$ cat config.mk
export PLATFORM = sky130hd
export DESIGN_NAME = uart_rx_ctrl
export DESIGN_NICKNAME = d
export VERILOG_FILES = /design/src/rtl/uart_pkg.sv /design/src/rtl/uart_sync2.sv /design/src/rtl/uart_rx_ctrl.sv
export SDC_FILE = /design/constraint.sdc
export NUM_CORES = 1
export LEC_CHECK = 0
export ABC_AREA = 1
export CORE_ASPECT_RATIO = 1.1
export CORE_UTILIZATION = 52
export CTS_BUF_LIST = sky130_fd_sc_hd__clkbuf_8
export CTS_CLUSTER_SIZE = 20
export DETAILED_ROUTE_END_ITERATION = 8
export PLACE_DENSITY = 0.78
export SLEW_MARGIN = 10
export SYNTH_ARGS = -nofsm -noshare
export SYNTH_HDL_FRONTEND = slang
export SYNTH_SLANG_ARGS = --single-unit
$ cat constraint.sdc
create_clock -name i_clk -period 1.25 [get_ports i_clk]
set_clock_uncertainty 0.1 [all_clocks]
set_input_delay 0.1875 -clock i_clk [delete_from_list [all_inputs] [get_ports i_clk]]
set_output_delay 0.1875 -clock i_clk [all_outputs]
set_load 0.03 [all_outputs]
$ cat src/rtl/uart_pkg.sv
// Shared UART definitions: receiver/transmitter state encoding and default frame geometry.
package uart_pkg;

  // Default frame timing and width, shared with the transmit side.
  localparam int DEF_CLKS_PER_BIT = 16;
  localparam int DEF_DATA_BITS    = 8;

  // Line level while nothing is being sent.
  localparam logic LINE_IDLE = 1'b1;

  // Frame-tracking states used by both uart_rx_ctrl and uart_tx.
  typedef enum logic [2:0] {
    ST_IDLE  = 3'd0,
    ST_START = 3'd1,
    ST_DATA  = 3'd2,
    ST_STOP  = 3'd3,
    ST_BREAK = 3'd4
  } uart_state_e;

endpackage : uart_pkg

$ cat src/rtl/uart_sync2.sv
// Two-flop synchroniser for a single asynchronous input, with a selectable reset level.
module uart_sync2 #(
  parameter logic RESET_VAL = 1'b1
) (
  input  logic i_clk,
  input  logic i_resetn,
  input  logic i_d,
  output logic o_q
);

  logic r_meta;
  logic r_sync;

  // Capture the raw input, then retime it once more to settle metastability.
  always_ff @(posedge i_clk or negedge i_resetn) begin
    if (!i_resetn) begin
      r_meta <= RESET_VAL;
      r_sync <= RESET_VAL;
    end else begin
      r_meta <= i_d;
      r_sync <= r_meta;
    end
  end

  assign o_q = r_sync;

endmodule : uart_sync2

$ cat src/rtl/uart_rx_ctrl.sv
// UART receive controller: start-bit validation, mid-bit sampling, holding register
// with valid/ready handshake, and sticky framing-error / overrun flags.
module uart_rx_ctrl
  import uart_pkg::*;
#(
  parameter int CLKS_PER_BIT = DEF_CLKS_PER_BIT,
  parameter int DATA_BITS    = DEF_DATA_BITS
) (
  input  logic                 i_clk,
  input  logic                 i_resetn,
  input  logic                 i_rx_pin,
  output logic [DATA_BITS-1:0] o_rx_data,
  output logic                 o_rx_valid,
  input  logic                 i_rx_ready,
  output logic                 o_frame_err,
  output logic                 o_overrun,
  input  logic                 i_err_clr,
  output logic                 o_busy
);

  localparam int CNT_W = $clog2(CLKS_PER_BIT);
  localparam int IDX_W = $clog2(DATA_BITS) + 1;

  // Half a bit lands on the middle of the start bit; a full bit from there lands mid-bit.
  localparam logic [CNT_W-1:0] CNT_HALF = CNT_W'(CLKS_PER_BIT / 2 - 1);
  localparam logic [CNT_W-1:0] CNT_LAST = CNT_W'(CLKS_PER_BIT - 1);
  localparam logic [IDX_W-1:0] IDX_LAST = IDX_W'(DATA_BITS - 1);

  logic                 w_rx_s;

  uart_state_e          r_state;
  uart_state_e          w_state_nxt;
  logic [CNT_W-1:0]     r_clk_cnt;
  logic [CNT_W-1:0]     w_clk_cnt_nxt;
  logic [IDX_W-1:0]     r_bit_idx;
  logic [IDX_W-1:0]     w_bit_idx_nxt;

  logic                 w_shift_en;
  logic                 w_stop_ok;
  logic                 w_stop_bad;
  logic                 w_overrun_set;

  logic [DATA_BITS-1:0] r_shift;
  logic                 r_deliver;
  logic [DATA_BITS-1:0] r_rx_data;
  logic                 r_rx_valid;
  logic                 r_frame_err;
  logic                 r_overrun;

  // Idle-high synchroniser so reset never looks like a start edge.
  uart_sync2 #(
    .RESET_VAL (LINE_IDLE)
  ) u_rx_sync (
    .i_clk    (i_clk),
    .i_resetn (i_resetn),
    .i_d      (i_rx_pin),
    .o_q      (w_rx_s)
  );

  // State and counter registers.
  always_ff @(posedge i_clk or negedge i_resetn) begin
    if (!i_resetn) begin
      r_state   <= ST_IDLE;
      r_clk_cnt <= '0;
      r_bit_idx <= '0;
    end else begin
      r_state   <= w_state_nxt;
      r_clk_cnt <= w_clk_cnt_nxt;
      r_bit_idx <= w_bit_idx_nxt;
    end
  end

  // Next-state, counter and sample-strobe decode; counters clear on every state change.
  always_comb begin
    w_state_nxt   = r_state;
    w_clk_cnt_nxt = r_clk_cnt;
    w_bit_idx_nxt = r_bit_idx;
    w_shift_en    = 1'b0;
    w_stop_ok     = 1'b0;
    w_stop_bad    = 1'b0;

    case (r_state)
      ST_IDLE: begin
        if (!w_rx_s) begin
          w_state_nxt   = ST_START;
          w_clk_cnt_nxt = '0;
          w_bit_idx_nxt = '0;
        end
      end

      ST_START: begin
        if (r_clk_cnt == CNT_HALF) begin
          w_clk_cnt_nxt = '0;
          w_bit_idx_nxt = '0;
          w_state_nxt   = w_rx_s ? ST_IDLE : ST_DATA;
        end else begin
          w_clk_cnt_nxt = r_clk_cnt + 1'b1;
        end
      end

      ST_DATA: begin
        if (r_clk_cnt == CNT_LAST) begin
          w_shift_en    = 1'b1;
          w_clk_cnt_nxt = '0;
          if (r_bit_idx == IDX_LAST) begin
            w_state_nxt   = ST_STOP;
            w_bit_idx_nxt = '0;
          end else begin
            w_bit_idx_nxt = r_bit_idx + 1'b1;
          end
        end else begin
          w_clk_cnt_nxt = r_clk_cnt + 1'b1;
        end
      end

      ST_STOP: begin
        if (r_clk_cnt == CNT_LAST) begin
          w_clk_cnt_nxt = '0;
          w_bit_idx_nxt = '0;
          if (w_rx_s) begin
            w_stop_ok   = 1'b1;
            w_state_nxt = ST_IDLE;
          end else begin
            w_stop_bad  = 1'b1;
            w_state_nxt = ST_BREAK;
          end
        end else begin
          w_clk_cnt_nxt = r_clk_cnt + 1'b1;
        end
      end

      ST_BREAK: begin
        if (w_rx_s) begin
          w_state_nxt   = ST_IDLE;
          w_clk_cnt_nxt = '0;
          w_bit_idx_nxt = '0;
        end
      end

      default: begin
        w_state_nxt   = ST_IDLE;
        w_clk_cnt_nxt = '0;
        w_bit_idx_nxt = '0;
      end
    endcase
  end

  // LSB-first shift: each sample enters at the top, so after DATA_BITS samples bit 0 is at the bottom.
  always_ff @(posedge i_clk or negedge i_resetn) begin
    if (!i_resetn) begin
      r_shift <= '0;
    end else if (w_shift_en) begin
      r_shift <= {w_rx_s, r_shift[DATA_BITS-1:1]};
    end
  end

  // Delivery strobe, one cycle after a good stop bit.
  always_ff @(posedge i_clk or negedge i_resetn) begin
    if (!i_resetn) begin
      r_deliver <= 1'b0;
    end else begin
      r_deliver <= w_stop_ok;
    end
  end

  // Holding register: accept a new byte if empty or being drained this cycle, otherwise drop it.
  always_ff @(posedge i_clk or negedge i_resetn) begin
    if (!i_resetn) begin
      r_rx_data  <= '0;
      r_rx_valid <= 1'b0;
    end else if (r_deliver) begin
      if (!r_rx_valid || i_rx_ready) begin
        r_rx_data  <= r_shift;
        r_rx_valid <= 1'b1;
      end
    end else if (r_rx_valid && i_rx_ready) begin
      r_rx_valid <= 1'b0;
    end
  end

  assign w_overrun_set = r_deliver && r_rx_valid && !i_rx_ready;

  // Sticky error flags; a set event beats a simultaneous clear.
  always_ff @(posedge i_clk or negedge i_resetn) begin
    if (!i_resetn) begin
      r_frame_err <= 1'b0;
      r_overrun   <= 1'b0;
    end else begin
      if (w_stop_bad) begin
        r_frame_err <= 1'b1;
      end else if (i_err_clr) begin
        r_frame_err <= 1'b0;
      end

      if (w_overrun_set) begin
        r_overrun <= 1'b1;
      end else if (i_err_clr) begin
        r_overrun <= 1'b0;
      end
    end
  end

  assign o_rx_data   = r_rx_data;
  assign o_rx_valid  = r_rx_valid;
  assign o_frame_err = r_frame_err;
  assign o_overrun   = r_overrun;
  assign o_busy      = (r_state != ST_IDLE);

endmodule : uart_rx_ctrl

==> metrics.txt, run 1 <==
Crit path buffers/inverters 0; top cell type by total area after synthesis dfrtp_1; Top FF cell, synth dfrtp_1; worst slew pin tran 0.232 ns; Final ANT Viol Nets 0; post-detail-place hpwl 2.22 mm; Crit path largest cell delay 0.56 ns; Site Rows 20; clk_lat worst skew 0.29 ns; Setup crit end kind register; RePlAce Congestion 0.784; # nets final 210; Worst-path clk slew 0.07 ns; Root Buffer clkbuf_8; IO Pins 17; initial antenna violation count 0; Post-synth top cells 39 x nand2_1, 31 x dfrtp_1, 19 x inv_1; Power per Cell Area 1800 mW/mm2; Setup-failing EPs final 21; share of post-route cells with drive strength above 1 46.1%; worst slack, placed -0.187 ns; CP max-delay cell dfstp_2; DR pass1 iterations 4; area of the core 0.00275 mm2; drt initial violations 41; Die H 58.2 um; number of synthesized register bits 33; CTS max path bufs 2; Synth warnings 0; Setup CP Type register to register; status finished, violations left; max-cap viol count 0; Peak VDD IR 1230 uV; failing checks setup timing; compound-gate portion of the synthesized area 10.2%; nature of the critical path startpoint register; cell-by-cell trace of the critical path nand2_1 > nand3_4 > nand2_4 > nor2_8 > nand2_4 > nand2_1 > nand2_1; cell area after synthesis 0.00150 mm2; FF/Latch Area 830 um2; Starting Density 54.3%; crit path time final 1.44 ns; count of cell types in the netlist 27; EDFF count, synth 0; Relative slew margins 84.5%; final period utilization 115%; Multi-input gate area 674 um2; post-synthesis simple-gate area fraction 23.3%; most frequent CP cell nand2_1; final wirelength 3.54 mm; Vias 1,232; gr usage total 24.7%; global-route wire length before repair 5.33 mm; Clock Sink Count 33; drt drc 0; critical path data required time 1.33 ns; wire per inst 14.9 um; post-layout util 76.5%; main combinational cell family by area after synthesis simple AND/OR/NAND/NOR gates; number of global-route vias before repair 1,259; via density per instance 5.20; mux share of post-synthesis cell area 1.42%; CTS tree yes; global route overflow 0; Final WS setup -0.190 ns; DIE WIDTH 53.1 um; average cell area after synthesis 9.52 um2; Antenna Diode Count 0; syn nets 164; max-slew violations 0; post-synthesis xor/xnor area fraction 1.17%; Final Hold Vio Count 0; Num CTS Buffers 5; RSZ-0062 raised after global routing true; die footprint 0.00309 mm2; Synth Area in Adders 1.67%; largest cells by area after synthesis dfrtp_1 52%, nand2_1 9.8%, inv_1 4.8%; CP max FO 8; Max Freq 694 MHz; most common cell in the netlist nand2_1; Worst Hold Class input pin to async pin; largest net degree at the start of global routing 34; H-tree depth 2; arrival time of the worst setup path 1.52 ns; Async SR Flop Fraction 100%; port buffer count 16; family with the most delay on the worst path simple AND/OR/NAND/NOR gates; Leak 0.00102 uW; register area share after synthesis 55.4%; flop2flop setup slack -0.19 ns; Fillers 189; Synth Instances 157; post-synth top area share 51.9%; Area Overhead vs Synth 40.8%
[cell type report]
class / instances / share of cell area [%]
clock buffers: 6 / 3.92
clock inverters: 2 / 1.78
inverters: 22 / 4.28
multi-input cells: 100 / 32.0
flip-flops and latches: 33 / 39.4
well taps: 33 / 1.96
repair buffers: 41 / 16.6
[flip-flops by register name (all words and copies together), names as in the netlist]
| name | flops |
|---|---|
| u_rx_sync.r_meta | 1 |
| o_rx_data | 8 |
| r_bit_idx | 4 |
| o_rx_valid | 1 |
| r_shift | 8 |
| o_overrun | 1 |
| r_clk_cnt | 4 |
| o_frame_err | 1 |
| u_rx_sync.o_q | 1 |
| r_state | 3 |
| r_deliver | 1 |
[report_power, final]
| group | internal [uW] | switching, uW |
|---|---|---|
| Clock | 648 | 403 |
| Sequential | 1170 | 103 |
| Combinational | 645 | 819 |
[worst paths after layout]
check	startpoint	end	depth (start not counted)
worst max-delay path	u_rx_sync.o_q	r_state[0]	7
worst min-delay path	i_resetn	o_rx_data[2]	2
worst max register to register	u_rx_sync.o_q	r_state[0]	7
worst min register to register	u_rx_sync.r_meta	u_rx_sync.o_q	0
max in group asynchronous	i_resetn	u_rx_sync.r_meta	2
min in group i_clk	i_rx_pin	u_rx_sync.r_meta	1
[cell families (layout without fill, tap and decap cells)]
logic type,count (synthesis),count (layout)
XOR/XNOR,2,2
adder cells (fa/ha/maj),2,2
buffers and inverters,24,71
flip-flops,33,33
AO/OA/AOI/OAI,24,24
multiplexers,2,2
AND/OR/NAND/NOR,70,70
[repair_timing]
| item | 4_1_cts | 5_1_grt |
|---|---|---|
| setup buffers | 2 | 3 |
| resized for setup | 22 | 15 |
| pin swaps | 4 | 5 |
| setup endpoints to repair | 21 | 21 |
| hold buffers | 0 | 0 |
[layout by cell type (no fill, tap or decap), types with 2 or more instances in the layout]
cell | netlist | final
dfstp_2 | 2 | 2
nand4_1 | 2 | 2
clkbuf_8 | 0 | 6
nand3_4 | 0 | 2
nor2_1 | 7 | 3
buf_6 | 1 | 4
a21oi_1 | 2 | 2
nand2_2 | 5 | 13
clkdlybuf4s50_1 | 0 | 4
nor2_2 | 1 | 2
inv_2 | 1 | 4
nand3_1 | 9 | 7
dfrtp_1 | 31 | 30
o22ai_1 | 2 | 2
inv_1 | 19 | 15
buf_4 | 0 | 31
o21ai_0 | 12 | 9
nand2_4 | 3 | 4
o21ai_1 | 0 | 2
inv_4 | 2 | 3
o21ai_2 | 8 | 9
nand2_1 | 39 | 29
nor2_4 | 1 | 4
[through the flow]
step | instances | cell area (um2) | total power (uW) | setup TNS, ns | hold WS [ns]
2_1_floorplan | 157 | 1510 | 1940 | -0.852 | -0.208
3_3_place_gp | 224 | 1840 | 2350 | -2.67 | 0.248
3_5_place_dp | 224 | 1840 | 2420 | -3.63 | 0.247
4_1_cts | 234 | 2040 | 3640 | -1.69 | 0.168
5_1_grt | 237 | 2100 | 3960 | -4.03 | 0.181
6_report | 237 | 2100 | 3790 | -2.77 | 0.167
[routing by layer]
layer,up-vias,wire (um),global-route usage [%]
met5,-,0,0
met4,0,103,12.8
met3,9,126,6.04
met2,33,1970,43.2
met1,604,1340,27.2
li1,586,-,-
Note: power is estimated with default switching activity, not from simulation.
==> inputs of run 2 (changes only) <==
==> constraint.sdc (replaced) <==
create_clock -name i_clk -period 1.25 [get_ports i_clk]
set_clock_uncertainty 0.1 [all_clocks]
set_input_delay 0.25 -clock i_clk [delete_from_list [all_inputs] [get_ports i_clk]]
set_output_delay 0.25 -clock i_clk [all_outputs]
set_load 0.03 [all_outputs]
==> metrics.txt, run 2 (synthesized netlist as in run 1, its figures left out) <==
post-detail-place hpwl 2.16 mm; Max Freq 697 MHz; Site Rows 20; Switching Share 37.4%; DR pass1 iterations 4; Power per Cell Area 1790 mW/mm2; fin cells 240; internal power 2530 uW; final period utilization 115%; status finished, violations left; via density per instance 5.53; flop2flop setup slack -0.18 ns; Peak VDD IR 1450 uV; most common cell after layout, fill and taps aside buf_4; Final ANT Viol Nets 0; drt initial violations 55; CTS max path bufs 2; max-cap viol count 0; Finished Cell Area 0.00226 mm2; critical path data required time 1.35 ns; RePlAce Congestion 0.787; Setup CP Type register to register; FF-to-FF End r_state[1]; H-tree depth 2; clk_lat worst skew 0.31 ns; arrival time of the worst setup path 1.53 ns; Setup crit end kind register; R2R Path Start r_clk_cnt[0]; placed cell area 0.00184 mm2; initial antenna violation count 0; Num CTS Buffers 5; met2 wire length 2.30 mm; most frequent cells in the layout 31 x buf_4, 30 x dfrtp_1, 20 x nand2_1; final hold slack 0.203 ns; Worst-path clk slew 0.08 ns; failing checks setup timing; final wirelength 4.27 mm; Final Hold Vio Count 0; Vias 1,328; Worst Hold Class input pin to async pin; area of the core 0.00275 mm2; Starting Density 54.3%; share of post-route cells with drive strength above 1 52.7%; length in cells of the worst reg-to-reg path 8; CTS tree yes; largest net degree at the start of global routing 34; placed insts 224; IO Pins 17; worst slack, placed -0.273 ns; met1 WL 1.57 mm; Die H 58.2 um; number of global-route vias before repair 1,260; post-layout util 82.0%; WL met3 203 um; Final WS setup -0.185 ns; DIE WIDTH 53.1 um; sw power 1510 uW; Root Buffer clkbuf_8; worst slew pin tran 0.224 ns; # nets final 213; global route overflow 0; drt drc 0; RSZ-0062 raised after global routing true; crit path time final 1.43 ns; clock share of power 26.0%; global-route wire length before repair 5.44 mm; Antenna Diode Count 0; gr usage total 25.6%; Relative slew margins 84.9%; hold_buf cts 0; wire per inst 17.8 um; max-slew violations 0; top sig layer met4; Area Overhead vs Synth 50.9%; port buffer count 16; Combinational Power Share 42.8%; nature of the critical path startpoint register; Leak 0.00105 uW; CP max FO 8; die footprint 0.00309 mm2; register share of total power 31.2%; Setup-failing EPs final 20; Clock Sink Count 33
[run 2: cell types whose count changed in the layout (fill, tap and decap cells not counted), sizes merged]
cell	change
buf	+3
clkbuf	-1
clkdlybuf4s15	-1
clkinv	+3
inv	-2
nand2	+1
[run 2: layout make-up]
class	instances	area [um2]
clock buffers	5	68.8
clock inverters	3	46.3
fillers	148	497
inverters	22	108
multi-input cells	101	782
flip-flops and latches	33	830
well taps	33	41.3
repair buffers	43	380
[run 2: power groups by stage]
stage | sequential (uW) | clock, uW | combinational, uW
global placement | 1240 | 0 | 1110
detailed placement | 1250 | 0 | 1160
CTS | 1250 | 1030 | 1260
global route | 1270 | 1110 | 1850
finish | 1260 | 1050 | 1730
floorplan | 1270 | 0 | 665
[run 2: metal layers]
| layer | up-vias | GRT usage [%] |
|---|---|---|
| li1 | 600 | - |
| met1 | 653 | 29.0 |
| met2 | 54 | 42.7 |
| met3 | 21 | 5.51 |
| met4 | 0 | 16.5 |
| met5 | - | 0 |
[run 2: per-stage QoR]
step	power (uW)	setup TNS, ns
after floorplan	1940	-0.852
after global placement	2350	-3.20
after detailed placement	2410	-4.63
after CTS	3540	-2.29
after global routing	4220	-3.94
final	4040	-2.85
[run 2: timing repair]
| item | CTS | global route |
|---|---|---|
| pin swaps | 8 | 16 |
| setup endpoints to repair | 21 | 22 |
| resized for setup | 26 | 45 |
| setup buffers | 2 | 5 |
| gates cloned | 0 | 1 |
[run 2: worst max path at each step]
stage	slack (ns)	end	depth (start not counted)	start
2_1_floorplan	-0.09	r_state[2]	8	r_clk_cnt[0]
3_3_place_gp	-0.22	o_busy	3	r_state[1]
3_5_place_dp	-0.27	o_busy	3	r_state[1]
4_1_cts	-0.16	r_state[2]	8	r_clk_cnt[1]
5_1_grt	-0.23	r_state[2]	8	r_clk_cnt[0]
6_report	-0.18	r_state[1]	8	r_clk_cnt[0]
[run 2: critical path, cell delays in order (launching register included)]
cell and delay [ns]:
dfrtp_1 0.40, ha_4 0.19, nand3_4 0.11, nand2_4 0.11
nand2_4 0.06, nor2_8 0.16, nand2_4 0.09, nand2_2 0.07
nand2_1 0.05
